[config.mk]
export PLATFORM = sky130hd
export DESIGN_NAME = count_n_bit
export DESIGN_NICKNAME = d
export VERILOG_FILES = /design/src/rtl/count_n_bit_pkg.sv /design/src/rtl/count_n_bit.sv
export SDC_FILE = /design/constraint.sdc
export NUM_CORES = 1
export LEC_CHECK = 0
export BUFFER_PORTS_ARGS = -buffer_cell sky130_fd_sc_hd__buf_4
export CAP_MARGIN = 0
export CORE_AREA = 2 2 39 41
export CTS_CLUSTER_DIAMETER = 50
export DETAILED_ROUTE_END_ITERATION = 10
export DIE_AREA = 0 0 41 43
export PLACE_DENSITY = 0.3
export SYNTH_ARGS = -nofsm -noshare
export SYNTH_HDL_FRONTEND = slang
export SYNTH_SLANG_ARGS = --single-unit
export TNS_END_PERCENT = 100
[constraint.sdc]
create_clock -name clk -period 1.2 [get_ports clk]
set_clock_uncertainty 0.15 [all_clocks]
set_input_delay 0.12 -clock clk [delete_from_list [all_inputs] [get_ports clk]]
set_output_delay 0.12 -clock clk [all_outputs]
set_load 0.02 [all_outputs]
[src/rtl/count_n_bit_pkg.sv]
// Shared constants for the count_n_bit utility counter.
// Holds the default width so every instantiation agrees on it.
package count_n_bit_pkg;

    localparam int DEFAULT_N_BIT = 4;
    localparam int MIN_N_BIT     = 1;
    localparam int MAX_N_BIT     = 32;

endpackage : count_n_bit_pkg

[src/rtl/count_n_bit.sv]
// Free-running N_BIT binary up-counter with synchronous active-high clear.
// The count output comes straight from the state register.
module count_n_bit
    import count_n_bit_pkg::*;
#(
    parameter int N_BIT = DEFAULT_N_BIT
) (
    input  logic             clk,
    input  logic             rst,
    output logic [N_BIT-1:0] count
);

    // Declaration initialiser makes the count defined (zero) before any reset.
    logic [N_BIT-1:0] count_q = '0;

    // NOTE: state registers use non-blocking assignment so every flop samples
    // pre-edge values.
    always_ff @(posedge clk) begin
        if (rst) begin
            count_q <= '0;
        end else begin
            count_q <= count_q + 1'b1;
        end
    end

    assign count = count_q;

endmodule : count_n_bit

After elaboration in Yosys (flattened, before gate mapping):

Index checks and enable logic that the tools add are counted.

* register bits: 4
* input port bits: 2
* output and inout port bits: 4
* logic and storage cells: 2

* $add $sub $neg: 1

Operator list (number)
* $add A4 B1 Y4 const B: 1

Logic depth before layout (Yosys ltp):

Gate-level depths: netlist (run 1).

* word-level depth: 1
* gate-level depth with buffers: 3
* depth with buffers taken out: 3

Worst setup path after synthesis (run 1):

OpenSTA, ideal clock, no wires.

* path kind: flip-flop to flip-flop
* from: reg count_q[0] (netlist: count[0])
* to: reg count_q[3] (netlist: count[3])
* library setup time: 121 ps
* data arrival time: 883 ps
* required time: 929 ps
* setup slack: 46 ps
* cell stages (with the launch flop): 3
* buffers on the path: 0
* period minus slack after synthesis: 1154 ps
* cell sequence: dfxtp_1 nand3_1 mux2_4

* longest elaborated chain between the ends: 1

Ends and longest elaborated chain
* start, declared: RTL line count_n_bit.sv:14 `logic [N_BIT-1:0] count_q = '0;`
* start signal, assigned: RTL line count_n_bit.sv:22 `count_q <= count_q + 1'b1;`
* $add A4 B1 Y4: RTL line count_n_bit.sv:22

Every way passes these cells.
A chain may end at the register's enable or synchronous reset.

==> flow_metrics.env, run 1 <==
export IMPL_synth_compound_area_share_pct=0
export IMPL_min_path_type="flip-flop to flip-flop"
export IMPL_tritoncts_clock_tree="built"
export IMPL_cp_required_ns=1.17
export IMPL_netlist_area_um2=145
export IMPL_layout_worst_path_cycle_share_pct=91.3
export IMPL_largest_register_ffs=4
export IMPL_ys_warn_count=0
export IMPL_routedWlPerCell_um=7.18
export IMPL_grt_overall_usage_pct=4.02
export IMPL_placed_standard_cell_area_um2=203
export IMPL_synth_xor_xnor_area_share_pct=6.03
export IMPL_grt_pass1_wl_um=365
export IMPL_stdcell_area_um2=235
export IMPL_netlist_instances=13
export IMPL_place_worst_setup_slack_ns=0.167
export IMPL_fmax_mhz=913
export IMPL_fillerInstances=152
export IMPL_core_area_mm2=0.00138
export IMPL_final_max_slew_violation_count=0
export IMPL_grt_antenna_before_repair=0
export IMPL_gpl_final_weighted_congestion=0.584
export IMPL_io_buffers=5
export IMPL_pwr_density_cell_mw_per_mm2=1530
export IMPL_post_detailed_route_count_of_antenna_violating_nets=0
export IMPL_cts_sink_count=4
export IMPL_cp_max_fo=5
export IMPL_worst_setup_path_end_kind="flip-flop"
export IMPL_synth_adder_area_share_pct=8.62
export IMPL_detailedRoute_firstIterationViolations=0
export IMPL_minimum_period_implied_by_the_final_worst_setup_slack_ns=1.10
export IMPL_clock_insertion_delay_worst_skew_ns=0.24
export IMPL_cts_made_buffers=3
export IMPL_synthSimpleGateAreaFrac_pct=19.8
export IMPL_yosys_register_bits=4
export IMPL_floorplan_initialDensity_pct=10.5
export IMPL_area_growth_from_synthesis_to_layout_pct=62.1
export IMPL_synth_top_family_by_area="simple AND/OR/NAND/NOR gates"
export IMPL_routed_via_density=2.89
export IMPL_synth_distinct_cells=7
export IMPL_synth_fp_nets=16
export IMPL_layout_cells_most_common_list="5 x sky130_fd_sc_hd__buf_4, 4 x sky130_fd_sc_hd__dfxtp_1, 3 x sky130_fd_sc_hd__nor2_1, 3 x sky130_fd_sc_hd__clkbuf_4, 2 x sky130_fd_sc_hd__nor2b_1"
export IMPL_setup_viol_count_final=0
export IMPL_synthMuxAreaShare_pct=10.3
export IMPL_p_leak_nw=0.108
export IMPL_max_cap_violations=0
export IMPL_layout_area_seq_um2=80.1
export IMPL_vdd_ir_drop_max_v=0.000454
export IMPL_outcome="completed"
export IMPL_die_area_mm2=0.00176
export IMPL_largest_net_degree_at_the_start_of_global_routing=6
export IMPL_htreeDepth=1
export IMPL_detail_route_wirelength_um=273
export IMPL_multi_input_comb_area_um2=65.1
export IMPL_gr_total_overflow=0
export IMPL_tightest_slew_ns=0.133
export IMPL_worstPathArrival_ns=1.07
export IMPL_r2r_cells=2
export IMPL_first_global_vias=83
export IMPL_number_of_cell_rows=14
export IMPL_detailroute_via_count=110
export IMPL_critical_path_startpoint_type="input port"
export IMPL_pin_count=6
export IMPL_cts_root_buffer_cell="sky130_fd_sc_hd__clkbuf_4"
export IMPL_final_setup_tns_ns=0
export IMPL_leading_cell_type_in_the_layout_fill_and_taps_excluded="sky130_fd_sc_hd__buf_4"
export IMPL_timing_max_slew_rel_slack_pct=91.1
export IMPL_crit_type="input port to flip-flop"
export IMPL_final_nets=27
export IMPL_clk_pin_slew_worst_paths_ns=0.04
export IMPL_syn_avg_cell_area_um2=11.2
export IMPL_insertedDiodeCount=0
export IMPL_fp_dieH_um=43
export IMPL_die_w_um=41
export IMPL_clock_tree_buffer_depth=2
export IMPL_post_synthesis_sequential_area_ratio_pct=55.2
export IMPL_remaining_drc_errors=0
export IMPL_worst_slack_ns=0.104
export IMPL_drive_gt1_share_pct=40.9
export IMPL_grt_setup_unrepaired="false"
export IMPL_report_final_hold_viol_count=0
export IMPL_min_delay_path_depth=1
export IMPL_drtPass1Iterations=1
## metrics by stage
step	hold slack [ns]	cells	power, mW	util, %
after floorplan	0.0367	13	0.173	-
after global placement	0.170	34	0.193	14.6
final	0.307	38	0.359	17.0
after global routing	0.341	38	0.384	17.0
after CTS	0.314	38	0.369	17.0
after detailed placement	0.174	34	0.193	14.6
## worst max-delay path, stage by stage
cell                            delay (ns)
sky130_fd_sc_hd__dlygate4sd3_1        0.52
sky130_fd_sc_hd__buf_4                0.13
sky130_fd_sc_hd__nor2_1               0.04
sky130_fd_sc_hd__mux2_4               0.25
## cell type report
type	count	share of cell area [%]
Multi-Input combinational cell	9	27.7
Tap cell	16	8.51
Clock buffer	3	9.57
Sequential cell	4	34.0
Timing Repair Buffer	6	20.2
## synthesized netlist by cell type (all sizes together)
cell type | number | area [µm²]
dfxtp | 4 | 80.1
nor2 | 3 | 11.3
nor2b | 2 | 12.5
ha | 1 | 12.5
mux2 | 1 | 15.0
nand3 | 1 | 5.00
xnor2 | 1 | 8.76
## cell families (layout without fill, tap and decap cells)
group	Yosys count	count (layout)
flip-flops	4	4
multiplexers	1	1
XOR/XNOR	1	1
adder cells (fa/ha/maj)	1	1
AND/OR/NAND/NOR	6	6
buffers and inverters	0	9
## power breakdown
group | internal (mW) | switching (mW)
logic | 0.0223 | 0.0206
registers | 0.143 | 0.00750
clock network | 0.112 | 0.0548
total | 0.277 | 0.0829
## metal layers
| metal | vias up | part of all wire [%] | track usage, % |
|---|---|---|---|
| li1 | 60 | - | - |
| met1 | 44 | 49 | 4.50 |
| met2 | 6 | 33 | 2.50 |
| met3 | 0 | 18 | 7.85 |
| met4 | 0 | 0 | 2.00 |
| met5 | - | 0 | 0 |
## path summary, 6_finish.rpt
check | from | endpoint | slack (ns)
max | rst | count[3] | 0.10
max reg2reg | count[2] | count[3] | 0.16
min reg2reg | count[0] | count[0] | 0.31
min | count[0] | count[0] | 0.31
## timing repair
item                                    in CTS  in global routing
setup buffers                                0                  0
endpoints found under the hold margin        3                  0
hold buffers                                 1                  0
endpoints found under the setup margin       0                  0
resized for setup                            0                  0
(Power assumes the default switching activity.)
==> run 2, diff against run 1 <==
--- a/config.mk
+++ b/config.mk
@@ -5,13 +5,14 @@
 export SDC_FILE = /design/constraint.sdc
 export NUM_CORES = 1
 export LEC_CHECK = 0
-export BUFFER_PORTS_ARGS = -buffer_cell sky130_fd_sc_hd__buf_4
 export CAP_MARGIN = 0
 export CORE_AREA = 2 2 39 41
 export CTS_CLUSTER_DIAMETER = 50
 export DETAILED_ROUTE_END_ITERATION = 10
 export DIE_AREA = 0 0 41 43
+export DONT_BUFFER_PORTS = 1
 export PLACE_DENSITY = 0.3
+export SKIP_CTS_REPAIR_TIMING = 1
 export SYNTH_ARGS = -nofsm -noshare
 export SYNTH_HDL_FRONTEND = slang
 export SYNTH_SLANG_ARGS = --single-unit
==> constraint.sdc (replaced) <==
create_clock -name clk -period 1.3 [get_ports clk]
set_clock_uncertainty 0.15 [all_clocks]
set_input_delay 0.13 -clock clk [delete_from_list [all_inputs] [get_ports clk]]
set_output_delay 0.13 -clock clk [all_outputs]
set_load 0.02 [all_outputs]
==> run 2 against run 1 <==
  * The flow now finishes with violations (negative hold slack)
  * Flip-flop and latch count unchanged
  * Power decreased by 7.8%
  * Sequential share of layout area increased by 2.3 points
  * Clock power decreased by 6%
  * Utilization decreased by 1.1 points
  * Sequential power decreased by 9%
  * Cell area decreased by 6.4%
  * Critical path type is now flip-flop to flip-flop
  * Largest power group unchanged
==> flow_metrics.env, run 2 (synthesis gave the netlist of run 1 again) <==
export IMPL_outcome="finished with violations"
export IMPL_violated_checks="negative hold slack"
export IMPL_dp_cells=32
export IMPL_pwr_density_cell_mw_per_mm2=1510
export IMPL_remaining_drc_errors=0
export IMPL_report_final_hold_viol_count=1
export IMPL_crit_chain="nor2_1 > mux2_4"
export IMPL_grt_setup_unrepaired="false"
export IMPL_tritoncts_clock_tree="built"
export IMPL_fp_dieH_um=43
export IMPL_critical_path_n_buffers_inverters=0
export IMPL_cp_required_ns=1.27
export IMPL_pwr_share_seq_pct=41.5
export IMPL_worstPathArrival_ns=1.04
export IMPL_cp_max_fo=3
export IMPL_detailedRoute_firstIterationViolations=0
export IMPL_detailroute_via_count=113
export IMPL_timing_critical_path_slowest_cell_delay_ns=0.46
export IMPL_post_detailed_route_count_of_antenna_violating_nets=0
export IMPL_die_area_mm2=0.00176
export IMPL_clk_pin_slew_worst_paths_ns=0.04
export IMPL_critical_path_slowest_cell="sky130_fd_sc_hd__dfxtp_1"
export IMPL_final_nets=25
export IMPL_grt_pass1_wl_um=462
export IMPL_routedWlPerCell_um=8.83
export IMPL_area_growth_from_synthesis_to_layout_pct=51.7
export IMPL_fmax_mhz=936
export IMPL_grt_antenna_before_repair=0
export IMPL_drive_gt1_share_pct=35.0
export IMPL_insertedDiodeCount=0
export IMPL_final_setup_tns_ns=0
export IMPL_cts_sink_count=4
export IMPL_vdd_ir_drop_max_v=0.000382
export IMPL_detail_route_wirelength_um=318
export IMPL_number_of_cell_rows=14
export IMPL_timing_max_slew_rel_slack_pct=82.5
export IMPL_p_clk_share_pct=47.3
export IMPL_layout_cells_most_common_list="4 x sky130_fd_sc_hd__dfxtp_1, 3 x sky130_fd_sc_hd__nor2_1, 3 x sky130_fd_sc_hd__clkbuf_4, 3 x sky130_fd_sc_hd__buf_4, 2 x sky130_fd_sc_hd__nor2b_1"
export IMPL_die_w_um=41
export IMPL_tightest_slew_ns=0.262
export IMPL_hpwlAfterDp_um=226
export IMPL_clock_insertion_delay_worst_skew_ns=0.24
export IMPL_core_area_mm2=0.00138
export IMPL_crit_type="flip-flop to flip-flop"
export IMPL_final_instance_count_excl_fill=36
export IMPL_pwr_share_comb_pct=11.2
export IMPL_switching_share_pct=23.6
export IMPL_layout_worst_path_cycle_share_pct=82.2
export IMPL_cts_root_buffer_cell="sky130_fd_sc_hd__clkbuf_4"
export IMPL_min_path_type="input port to flip-flop"
export IMPL_htreeDepth=1
export IMPL_io_buffers=0
export IMPL_grt_overall_usage_pct=4.71
export IMPL_p_leak_nw=0.0973
export IMPL_worst_setup_path_end_kind="flip-flop"
export IMPL_clock_tree_buffer_depth=2
export IMPL_internal_reg_to_reg_setup_slack_ns=0.23
export IMPL_minimum_period_implied_by_the_final_worst_setup_slack_ns=1.07
export IMPL_cts_made_buffers=3
export IMPL_leading_cell_type_in_the_layout_fill_and_taps_excluded="sky130_fd_sc_hd__dfxtp_1"
export IMPL_setup_viol_count_final=0
export IMPL_pin_count=6
export IMPL_drtPass1Iterations=1
export IMPL_first_global_vias=113
export IMPL_netSwitchingPower_uw=78.2
export IMPL_largest_register_ffs=4
export IMPL_critical_path_startpoint_type="flip-flop"
export IMPL_largest_net_degree_at_the_start_of_global_routing=6
export IMPL_worst_path_dominant_cell_family="flip-flops"
export IMPL_gpl_final_weighted_congestion=0.552
export IMPL_final_max_slew_violation_count=0
export IMPL_gr_total_overflow=0
export IMPL_routed_via_density=3.14
export IMPL_internal_power_uw=253
export IMPL_floorplan_initialDensity_pct=10.5
export IMPL_max_cap_violations=0
export IMPL_fin_hold_ws_ns=-0.0175
run 2: power groups by stage:
| stage | logic, mW | clock network, mW | registers [mW] |
|---|---|---|---|
| 6_report | 0.0371 | 0.157 | 0.137 |
| 5_1_grt | 0.0413 | 0.175 | 0.139 |
| 4_1_cts | 0.0349 | 0.168 | 0.138 |
| 3_5_place_dp | 0.0348 | 0 | 0.140 |
| 3_3_place_gp | 0.0346 | 0 | 0.139 |
| 2_1_floorplan | 0.0106 | 0 | 0.149 |
run 2: layer usage:
layer	vias up	share of wire, %	wire length (µm)	global-route usage (%)
met5	-	0	0	0
met4	0	0	0	0
met3	0	16	52	9.95
met2	6	39	123	4.69
met1	49	45	142	4.17
li1	58	-	-	-
run 2: through the flow:
stage               power [mW]  setup WS (ns)  util [%]  instance area, µm²
floorplan                0.160          0.146         -                 145
global placement         0.174          0.246      13.6                 188
detailed placement       0.174          0.228      13.6                 188
CTS                      0.340          0.222      15.2                 210
global route             0.355          0.173      15.9                 220
finish                   0.331          0.231      15.9                 220
run 2: worst paths after layout:
check / depth (start not counted) / to / from
worst max-delay path: 2 / count[3] / count[3]
worst min-delay path: 2 / count[3] / rst
worst max register to register: 2 / count[3] / count[3]
worst min register to register: 2 / count[3] / count[2]
run 2: layout make-up:
cell class	instances	area, µm²
fill	160	1160
multi-input combinational	9	65.1
timing repair buffer	4	32.5
sequential	4	80.1
clock buffer	3	22.5
tap	16	20.0
run 2: worst register-to-register path: stages (launching register included):
cell and delay (ns):
sky130_fd_sc_hd__dfxtp_1 0.46, sky130_fd_sc_hd__nor2_1 0.08, sky130_fd_sc_hd__mux2_4 0.27
==> run 3, diff against run 2 <==
==> constraint.sdc (replaced) <==
create_clock -name clk -period 1.1 [get_ports clk]
set_clock_uncertainty 0.15 [all_clocks]
set_input_delay 0.11 -clock clk [delete_from_list [all_inputs] [get_ports clk]]
set_output_delay 0.11 -clock clk [all_outputs]
set_load 0.02 [all_outputs]
==> run 3 against run 2 <==
  * Critical path depth did not move
  * The run still ends with negative hold slack left
  * Highest routed layer unchanged
  * Utilization rose by 0.090 points
  * Final cell count did not move
  * Combinational power rose by 12%
  * Routed wire length fell by 10%
  * Global-route usage rose by 0.61 points
  * Non-clock buffer count did not move
  * Hold slack got worse by 0.20 ns
==> flow_metrics.env, run 3 (synthesis gave the netlist of run 1 again) <==
export IMPL_outcome="finished with violations"
export IMPL_violated_checks="negative hold slack"
export IMPL_pwr_share_seq_pct=42.9
export IMPL_leading_cell_type_in_the_layout_fill_and_taps_excluded="sky130_fd_sc_hd__buf_4"
export IMPL_gr_total_overflow=0
export IMPL_layout_worst_path_cycle_share_pct=89.8
export IMPL_io_buffers=0
export IMPL_detailroute_via_count=112
export IMPL_final_max_slew_violation_count=0
export IMPL_worst_setup_path_end_kind="flip-flop"
export IMPL_critical_path_slowest_cell="sky130_fd_sc_hd__dfxtp_2"
export IMPL_fmax_mhz=1010
export IMPL_pwr_density_cell_mw_per_mm2=1730
export IMPL_p_clk_share_pct=46.3
export IMPL_netSwitchingPower_uw=85.0
export IMPL_floorplan_initialDensity_pct=10.5
export IMPL_critical_path_reg2reg_endpoint="count[3]"
export IMPL_max_cap_violations=0
export IMPL_worst_hold_path_endpoint="count[2]"
export IMPL_min_path_type="input port to flip-flop"
export IMPL_grt_antenna_before_repair=0
export IMPL_internal_power_uw=299
export IMPL_cts_sink_count=4
export IMPL_critical_path_n_buffers_inverters=0
export IMPL_tritoncts_clock_tree="built"
export IMPL_final_instance_count_excl_fill=36
export IMPL_layout_cells_most_common_list="4 x sky130_fd_sc_hd__buf_4, 3 x sky130_fd_sc_hd__nor2_1, 3 x sky130_fd_sc_hd__clkbuf_4, 3 x sky130_fd_sc_hd__dfxtp_2, 2 x sky130_fd_sc_hd__nor2b_1"
export IMPL_hp_start="rst"
export IMPL_crit_type="flip-flop to flip-flop"
export IMPL_clock_tree_buffer_depth=2
export IMPL_worst_path_dominant_cell_family="flip-flops"
export IMPL_insertedDiodeCount=0
export IMPL_worstPathArrival_ns=0.96
export IMPL_cts_made_buffers=3
export IMPL_p_leak_nw=0.0995
export IMPL_final_nets=25
export IMPL_area_growth_from_synthesis_to_layout_pct=52.6
export IMPL_gpl_final_weighted_congestion=0.644
export IMPL_internal_reg_to_reg_setup_slack_ns=0.11
export IMPL_cts_root_buffer_cell="sky130_fd_sc_hd__clkbuf_4"
export IMPL_critical_path_startpoint_type="flip-flop"
export IMPL_number_of_cell_rows=14
export IMPL_first_global_vias=113
export IMPL_grt_setup_unrepaired="false"
export IMPL_clk_pin_slew_worst_paths_ns=0.04
export IMPL_critical_path_reg2reg_startpoint="count[1]"
export IMPL_grt_pass1_wl_um=510
export IMPL_largest_register_ffs=4
export IMPL_routedWlPerCell_um=7.92
export IMPL_largest_net_degree_at_the_start_of_global_routing=6
export IMPL_htreeDepth=1
export IMPL_cp_required_ns=1.07
export IMPL_crit_chain="nand3_1 > mux2_4"
export IMPL_fillerInstances=148
export IMPL_tightest_slew_ns=0.119
export IMPL_r2r_cells=2
export IMPL_drtPass1Iterations=2
export IMPL_timing_critical_path_slowest_cell_delay_ns=0.34
export IMPL_setup_viol_count_final=0
export IMPL_pin_count=6
export IMPL_core_area_mm2=0.00138
export IMPL_dp_cells=33
export IMPL_grt_overall_usage_pct=5.32
export IMPL_timing_max_slew_rel_slack_pct=92.0
export IMPL_post_detailed_route_count_of_antenna_violating_nets=0
export IMPL_pwr_share_comb_pct=10.8
export IMPL_routed_via_density=3.11
export IMPL_min_delay_path_depth=1
export IMPL_fin_hold_ws_ns=-0.214
export IMPL_report_final_hold_viol_count=4
export IMPL_detailedRoute_firstIterationViolations=1
export IMPL_remaining_drc_errors=0
export IMPL_multi_input_comb_area_um2=65.1
export IMPL_minimum_period_implied_by_the_final_worst_setup_slack_ns=0.987
export IMPL_layout_area_seq_um2=83.8
export IMPL_final_setup_tns_ns=0
export IMPL_die_w_um=41
export IMPL_die_area_mm2=0.00176
export IMPL_vdd_ir_drop_max_v=0.000704
export IMPL_clock_insertion_delay_worst_skew_ns=0.23
export IMPL_fp_dieH_um=43
export IMPL_detail_route_wirelength_um=285
export IMPL_switching_share_pct=22.1
export IMPL_drive_gt1_share_pct=55.0
export IMPL_cp_max_fo=3
## run 3: changes by cell type in the layout (fill, tap and decap cells not counted)
cell	before	now
sky130_fd_sc_hd__buf_4	3	4
sky130_fd_sc_hd__dlygate4sd3_1	1	0
sky130_fd_sc_hd__dfxtp_2	0	3
sky130_fd_sc_hd__dfxtp_1	4	1
## run 3: power groups by stage
stage | clock network [mW] | logic, mW | registers [mW]
floorplan | 0 | 0.0126 | 0.178
global placement | 0 | 0.0415 | 0.166
detailed placement | 0 | 0.0416 | 0.167
CTS | 0.191 | 0.0419 | 0.165
global route | 0.204 | 0.0455 | 0.167
finish | 0.178 | 0.0414 | 0.165
## run 3: area by class of cell
type                       count  share of cell area [%]
sequential                     4                    37.9
multi-input combinational      9                    29.4
clock buffer                   3                    10.2
timing repair buffer           4                    13.6
tap                           16                    9.04
## run 3: metrics by stage
step,cell area [µm²],util [%],setup slack (ns),power [mW]
2_1_floorplan,149,-,0.0464,0.191
3_3_place_gp,199,14.4,0.117,0.207
3_5_place_dp,199,14.4,0.109,0.209
4_1_cts,221,16.0,0.104,0.397
5_1_grt,221,16.0,0.0710,0.416
6_report,221,16.0,0.113,0.384
## run 3: routing by layer
| metal | up-vias | global-route usage, % | wire length [µm] |
|---|---|---|---|
| met5 | - | 0 | 0 |
| met4 | 0 | 2.00 | 0 |
| met3 | 0 | 9.95 | 77 |
| met2 | 9 | 4.69 | 79 |
| met1 | 47 | 5.14 | 129 |
| li1 | 56 | - | - |
## run 3: worst max path at each step
stage | startpoint | endpoint | slack [ns] | depth (start not counted)
after floorplan | count[2] | count[3] | 0.05 | 2
after global placement | count[1] | count[3] | 0.12 | 2
after detailed placement | count[1] | count[3] | 0.11 | 2
after CTS | count[3] | count[3] | 0.10 | 1
after global routing | count[1] | count[3] | 0.07 | 2
final | count[1] | count[3] | 0.11 | 2
